--- src/rtl/risc_arb_pkg.sv ---
// Shared types and constants for the two-port memory arbiter.
package risc_arb_pkg;

  typedef enum logic [1:0] {
    IDLE = 2'd0,
    CMD  = 2'd1,
    WAIT = 2'd2
  } arb_state_t;

  // Requester indices; also the encoding of the owner and last-grant bits.
  localparam logic PORT_IF = 1'b0;
  localparam logic PORT_LS = 1'b1;

  localparam int ARB_ADDR_W = 32;
  localparam int ARB_DATA_W = 32;

endpackage

--- src/rtl/risc_arb_pick.sv ---
// Combinational 2-way grant between instruction fetch and load/store.
// Build option RISC_ARB_ROUND_ROBIN_EN: when defined, contention is resolved
// against the last-grant pointer; otherwise LS always beats IF.
module risc_arb_pick
  import risc_arb_pkg::*;
(
  input  logic if_valid,
  input  logic ls_valid,
`ifdef RISC_ARB_ROUND_ROBIN_EN
  input  logic last_grant,
`endif
  output logic gnt_if,
  output logic gnt_ls
);

`ifdef RISC_ARB_ROUND_ROBIN_EN
  // On contention the port that did not win last time gets the grant.
  always_comb begin
    gnt_if = if_valid;
    gnt_ls = ls_valid;
    if (if_valid && ls_valid) begin
      gnt_ls = (last_grant == PORT_IF);
      gnt_if = (last_grant == PORT_LS);
    end
  end
`else
  // Fixed priority: a valid LS request always wins.
  always_comb begin
    gnt_ls = ls_valid;
    gnt_if = if_valid && !ls_valid;
  end
`endif

endmodule

--- src/rtl/risc_mem_arbiter.sv ---
// Shares one memory port between instruction fetch (IF) and load/store (LS),
// one transaction at a time: accept, issue command, await response, route it.
// Build option RISC_ARB_ROUND_ROBIN_EN selects round-robin arbitration with a
// 1-bit last-grant pointer; default is fixed LS-over-IF priority.
module risc_mem_arbiter
  import risc_arb_pkg::*;
#(
  parameter int ADDR_W = ARB_ADDR_W,
  parameter int DATA_W = ARB_DATA_W
) (
  input  logic              clk,
  input  logic              rst,

  input  logic              if_req_valid,
  output logic              if_req_ready,
  input  logic [ADDR_W-1:0] if_req_addr,
  output logic              if_rsp_valid,
  output logic [DATA_W-1:0] if_rsp_rdata,

  input  logic              ls_req_valid,
  output logic              ls_req_ready,
  input  logic [ADDR_W-1:0] ls_req_addr,
  input  logic              ls_req_we,
  input  logic [DATA_W-1:0] ls_req_wdata,
  output logic              ls_rsp_valid,
  output logic [DATA_W-1:0] ls_rsp_rdata,

  output logic              mem_valid,
  input  logic              mem_ready,
  output logic [ADDR_W-1:0] mem_addr,
  output logic              mem_we,
  output logic [DATA_W-1:0] mem_wdata,
  input  logic              mem_rvalid,
  input  logic [DATA_W-1:0] mem_rdata
);

  arb_state_t state;
  logic       owner;
  logic       gnt_if;
  logic       gnt_ls;
  logic       accept;

`ifdef RISC_ARB_ROUND_ROBIN_EN
  logic last_grant;
`endif

  risc_arb_pick u_pick (
    .if_valid   (if_req_valid),
    .ls_valid   (ls_req_valid),
`ifdef RISC_ARB_ROUND_ROBIN_EN
    .last_grant (last_grant),
`endif
    .gnt_if     (gnt_if),
    .gnt_ls     (gnt_ls)
  );

  // Grants are only offered in IDLE; masked during reset so nothing looks
  // accepted in a cycle the FSM will discard.
  assign if_req_ready = !rst && (state == IDLE) && gnt_if;
  assign ls_req_ready = !rst && (state == IDLE) && gnt_ls;
  assign accept       = if_req_ready || ls_req_ready;

`ifdef RISC_ARB_ROUND_ROBIN_EN
  // Remember which port was granted last; moves only on a real grant.
  always_ff @(posedge clk) begin
    if (rst) begin
      last_grant <= PORT_IF;
    end else if (accept) begin
      last_grant <= ls_req_ready ? PORT_LS : PORT_IF;
    end
  end
`endif

  // Transaction sequencer: latch the winner, hold the command until
  // mem_ready, then capture the response for the owning port.
  always_ff @(posedge clk) begin
    if (rst) begin
      state        <= IDLE;
      owner        <= PORT_IF;
      mem_valid    <= 1'b0;
      mem_addr     <= '0;
      mem_we       <= 1'b0;
      mem_wdata    <= '0;
      if_rsp_valid <= 1'b0;
      ls_rsp_valid <= 1'b0;
      if_rsp_rdata <= '0;
      ls_rsp_rdata <= '0;
    end else begin
      if_rsp_valid <= 1'b0;
      ls_rsp_valid <= 1'b0;
      case (state)
        IDLE: begin
          if (accept) begin
            mem_valid <= 1'b1;
            state     <= CMD;
            if (ls_req_ready) begin
              owner     <= PORT_LS;
              mem_addr  <= ls_req_addr;
              mem_we    <= ls_req_we;
              mem_wdata <= ls_req_wdata;
            end else begin
              owner     <= PORT_IF;
              mem_addr  <= if_req_addr;
              mem_we    <= 1'b0;
              mem_wdata <= '0;
            end
          end
        end
        CMD: begin
          if (mem_ready) begin
            mem_valid <= 1'b0;
            state     <= WAIT;
          end
        end
        WAIT: begin
          if (mem_rvalid) begin
            state <= IDLE;
            if (owner == PORT_LS) begin
              ls_rsp_valid <= 1'b1;
              ls_rsp_rdata <= mem_we ? '0 : mem_rdata;
            end else begin
              if_rsp_valid <= 1'b1;
              if_rsp_rdata <= mem_rdata;
            end
          end
        end
        default: begin
          state     <= IDLE;
          mem_valid <= 1'b0;
        end
      endcase
    end
  end

endmodule

--- config.mk ---
export PLATFORM = sky130hd
export DESIGN_NAME = risc_mem_arbiter
export DESIGN_NICKNAME = d
export VERILOG_FILES = /design/src/rtl/risc_arb_pkg.sv /design/src/rtl/risc_arb_pick.sv /design/src/rtl/risc_mem_arbiter.sv
export SDC_FILE = /design/constraint.sdc
export NUM_CORES = 1
export LEC_CHECK = 0
export ABC_AREA = 1
export ABC_CLOCK_PERIOD_IN_PS = 2100
export CAP_MARGIN = 0
export CORE_MARGIN = 2
export CORE_UTILIZATION = 35
export CTS_CLUSTER_DIAMETER = 200
export DETAILED_ROUTE_END_ITERATION = 8
export GPL_TIMING_DRIVEN = 0
export PLACE_DENSITY = 0.72
export SLEW_MARGIN = 20
export SYNTH_ARGS = -nofsm -noshare
export SYNTH_HDL_FRONTEND = slang
export SYNTH_SLANG_ARGS = --single-unit
--- constraint.sdc ---
create_clock -name clk -period 2.1 [get_ports clk]
set_input_delay 0.63 -clock clk [delete_from_list [all_inputs] [get_ports clk]]
set_output_delay 0.63 -clock clk [all_outputs]
set_load 0.005 [all_outputs]
# --- Word-level counts from Yosys, hierarchy flattened ---
# Index checks and enable logic that the tools add are counted.
# Widths: inputs -> output; s select.
word_totals:
  reg_bits: 135
  word_cells: 46
  in_bits: 135
classes:
  eq_ne: 5
  bitwise: 3
  mux: 14
  n_reduce_logical: 14
ops:
  columns: ["cell", "count"]
  rows:
  - ["$mux 32", 3]
  - ["$reduce_and 3->1", 4]
  - ["$mux 1", 6]
  - ["$mux 2", 3]
  - ["$ne 2x2->1 const B", 3]
  - ["$pmux 2 s3", 1]
  - ["$logic_and 1x1->1", 4]
  - ["$not 1->1", 3]
  - ["$pmux 1 s3", 1]
  - ["$reduce_or 3->1", 1]
  - ["$eq 2x1->1 const B", 1]
  - ["$eq 2x2->1 const B", 1]
  - ["$logic_not 1->1", 2]
  - ["$logic_not 2->1", 1]
  - ["$reduce_and 2->1", 1]
  - ["$logic_or 1x1->1", 1]

# --- Depth between registers and ports, before layout ---
depth:
  ltp_word: 6
  depth_mapped: 8
  mapped_depth_nobuf: 7

# --- By module ---
# Synthesis repeated with hierarchy kept, for this count alone.
unflattened:
  cells_unflattened: 777
  area_unflattened_um2: 5566.6
modules_own_cells:
  columns: ["module", "instances", "seq_area_each_um2", "cells_each", "area_each_um2"]
  rows:
  - ["risc_mem_arbiter", 1, 2702.6, 774, 5549.1]
  - ["risc_arb_pick", 1, 0.0, 3, 17.5]

# --- Worst setup path after synthesis ---
# Ideal clock, no wire load.
synth_timing:
  kind: "input to output"
  startpoint: "input rst"
  endpoint: "output if_req_ready"
  cell_stages: 6
  arrival_ps: 1333
  setup_slack_ps: 137
  cell_sequence: "buf_2 -> inv_4 -> buf_6 -> buf_2 -> nand4_1 -> inv_1"
synth_between:
  elab_chain_len: 3
synth_rtl:
  columns: ["item", "line_no", "source"]
  rows:
  - ["from (decl)", "risc_mem_arbiter.sv:12", "input logic rst,"]
  - ["$logic_not 1->1", "risc_mem_arbiter.sv:59", "assign if_req_ready = !rst && (state == IDLE) && gnt_if;"]
  - ["$logic_and 1x1->1 (2 in series)", "risc_mem_arbiter.sv:59", null]
  - ["to (decl)", "risc_mem_arbiter.sv:15", "output logic if_req_ready,"]
# Every way passes these cells.

# --- Final worst setup path ---
layout_timing:
  startpoint: "register state[1]"
  endpoint: "output if_req_ready"
layout_between:
  elab_chain_len: 3
layout_rtl:
  columns: ["item", "line_no", "source"]
  rows:
  - ["from (decl)", "risc_mem_arbiter.sv:37", "arb_state_t state;"]
  - ["from (signal assigned)", "risc_mem_arbiter.sv:78", "state <= IDLE;"]
  - ["from (signal assigned)", "risc_mem_arbiter.sv:95", "state <= CMD;"]
  - ["from (signal assigned)", "risc_mem_arbiter.sv:112", "state <= WAIT;"]
  - ["$logic_not 2->1", "risc_mem_arbiter.sv:59", null]
  - ["$logic_and 1x1->1 (2 in series)", "risc_mem_arbiter.sv:59", null]
# Every way passes these cells.

==> impl_results.md <==
* Status: complete, no violations
* CTS sink cnt at 135
* Routed wire length at approximately 19000 um
* Vias post-DR at 5725
* DRT Pass-1 Iters at 4
* Post-Syn Nets at roughly 840
* Leak at between 0.003 and 0.004 uW
* Max transition margin at approximately two thirds
* Final hold slack at 0.4563 ns
* Non-filler cells, final at around 1200
* Total number of yosys warnings at 0
* Layout cells sized above 1 at between 9 and 10%
* Clk pin slew, worst setup/hold paths at roughly 0.06 ns
* Clock skew at 0.006654 ns
* Mapped Area at between 5000 and 6000 um^2
* Max Clk Rate at 500.4 MHz
* Simple-gate portion of the synthesized area at 29.22%
* Largest net degree at the start of global routing at 19
* Crit-path max cell delay at 0.35 ns
* Final-report max-slew violation count at 0
* Clock Tree Buf Depth at 2
* Die height at about 130 um
* Hold-fix buffers, CTS at 0
* Crit. End Element: output pin
* Area leader, netlist: dfxtp_1
* Worst path required time at between 1 and 1.5 ns
* Global-route wire length before repair at 28700 um
* Synth top area share at between 50% and 60%
* Min-Delay Path Class: reg2reg
* Fin crit period at 1.999 ns
* CTS tree: yes
* ANT nets after route at 0
* GPL Wtd Cong at between 0.8 and 0.9
* Die width at ~130 um
* Crit-path max FO at 3
* I/O Buffers at between 200 and 300
* Main combinational cell family by area after synthesis: simple AND/OR/NAND/NOR gates
* Synth Instances at between 700 and 800
* Clock root cell: clkbuf_16
* Mux contribution to synthesized area at 0%
* Adder and majority gate portion of the synthesized area at 0%
* Syn-to-layout area delta at 69.17%
* Max-cap violations at 0
* Fin. Hold Viols at 0
* Slowest CP cell: dfxtp_4
* Final Setup Violations at 0
* Core Box Area at roughly 15000 um^2
* Critical Path AT at around 1.4 ns
* Placed cells at roughly 1200
* Setup crit start kind: flip-flop
* Final #Nets at ~1100
* RSZ-0062 raised after global routing: false
* Slew @ Worst Pin at between 0.4 and 0.5 ns
* Io pins at roughly 270
* Synthesized area per cell at between 7 and 8 um^2
* Synth Area in Compound Gates at between 10% and 20%
* Iteration-0 DRC Markers at 288
* PwrDens at 760.0 nW/um^2
* Total negative slack at 0 ns
* Vias in the first global route at approximately 5300
* # fillers at approximately 1400
* Post-synthesis xor/xnor area fraction at 0%
* Max VDD drop at 0.5249 mV
* Starting Density at 36.03%
* Worst-Skew Late Latency at about 0.42 ns
* Netlist cell types at 23
* Post-DP HPWL at roughly 14000 um
* Grt total ovfl at 0
* Vias/cell at between 4 and 5
* Die ar. at 16070 um^2
* FF+latch count, synth at roughly 140
* Initial antenna violation count at 0
* GRT Overall Usage at between 20% and 30%
* CP Class: reg2out
* Rows at 44
* Wire per inst at approximately 15 um
* Sequential share of the synthesized area at 51.22%
* Crit-path cells: nor2_4 -> buf_6 -> nand4_1 -> inv_1 -> buf_2
* Dominant cells by area after synthesis: dfxtp_1 (51%), nand2_1 (16%), a21oi_1 (6.5%)
* Max H-tree Level at 4
* CTS buffer count at 17
* # DRC at 0
* Fin crit share at between 90% and 100%
[where the power goes]
part | internal, uW | switching, uW
clock | 1870 | 1160
sequential | 2670 | 53.7
combinational | 576 | 461
total | 5110 | 1670
[state kept, by name, summed over array words and instances (netlist names)]
signal	cells
if_rsp_rdata	32
if_rsp_valid	1
ls_rsp_rdata	32
ls_rsp_valid	1
mem_addr	32
mem_valid	1
mem_wdata	32
mem_we	1
owner	1
state	2
[layout by cell type (no fill, tap or decap), drive strengths merged, types with 33 or more instances in the layout]
cell type      count
nand4             33
dfxtp            135
a21oi             68
buf               52
o21ai             64
nand3             33
nand2            230
clkbuf            38
clkdlybuf4s50    263
nor2              72
[worst max-delay path: cells and delay by family (launching register included)]
kind,cells,cell delay [ns]
and+or+nand+nor,2,0.28
DFF,1,0.35
buffers and inverters,3,0.32
[cell families (layout without fill, tap and decap cells)]
| kind of cell | after synthesis | in the layout |
|---|---|---|
| buffers and inverters | 70 | 383 |
| other | 0 | 1 |
| AND/OR/NAND/NOR | 369 | 369 |
| AO/OA/AOI/OAI | 134 | 134 |
| flip-flops | 135 | 135 |
[cells in the mapped netlist]
cell and number:
o21ai_0 35, nand4_1 33, inv_1 6, dfxtp_1 135, nor2_1 71, buf_4 8, nand3_4 1, nand3_2 1
o211ai_1 1, o211ai_4 1, nand3_1 31, clkbuf_1 20, buf_2 25, nand3b_2 1, inv_2 6, clkbuf_2 1
buf_1 1, nor2_4 1, buf_6 2, o21ai_1 29, a21oi_1 68, nand2_1 230, inv_4 1
[per-stage QoR]
stage / instance area, um^2 / total power [uW] / util (%) / setup slack [ns]
floorplan: 5276 / 3182 / - / 0.1372
global route: 8924 / 7075 / 60.94 / 0.02340
finish: 8926 / 6784 / 60.95 / 0.1015
global placement: 8169 / 3769 / 55.78 / -0.6631
detailed placement: 8169 / 3778 / 55.78 / -0.6643
CTS: 8932 / 6861 / 61.00 / 0.04605
[worst paths after layout]
kind / from / endpoint / slack (ns) / depth (start not counted)
min: mem_wdata[25] / mem_wdata[25] / 0.46 / 2
max: state[1] / if_req_ready / 0.10 / 5
min reg2reg: mem_wdata[25] / mem_wdata[25] / 0.46 / 2
max reg2reg: state[1] / owner / 0.14 / 13
[cell type report]
| class | instances | area [um^2] | share of cell area (%) |
|---|---|---|---|
| antenna | 1 | 2.502 | 0.02803 |
| buffer | 54 | 295.3 | 3.308 |
| clock buffer | 17 | 425.4 | 4.766 |
| clock inverter | 15 | 178.9 | 2.004 |
| inverter | 13 | 61.31 | 0.6869 |
| multi-input combinational | 503 | 2231 | 24.99 |
| sequential | 135 | 2708 | 30.33 |
| tap | 184 | 230.2 | 2.579 |
| timing repair buffer | 284 | 2794 | 31.30 |
[routing by layer]
metal | track usage, % | vias up | part of all wire [%]
li1 | - | 2930 | -
met3 | 10.04 | 27 | 11
met2 | 38.28 | 220 | 47
met1 | 25.92 | 2548 | 41
met5 | 0 | - | 0
met4 | 8.016 | 0 | 1.9
[what timing repair did]
action | in CTS | in global routing
endpoints found under the setup margin | 2 | 2
pin swaps | 3 | 2
setup buffers | 18 | 2
resized for setup | 21 | 1
gates cloned | 0 | 0
Power figures use the tool's default switching activity.
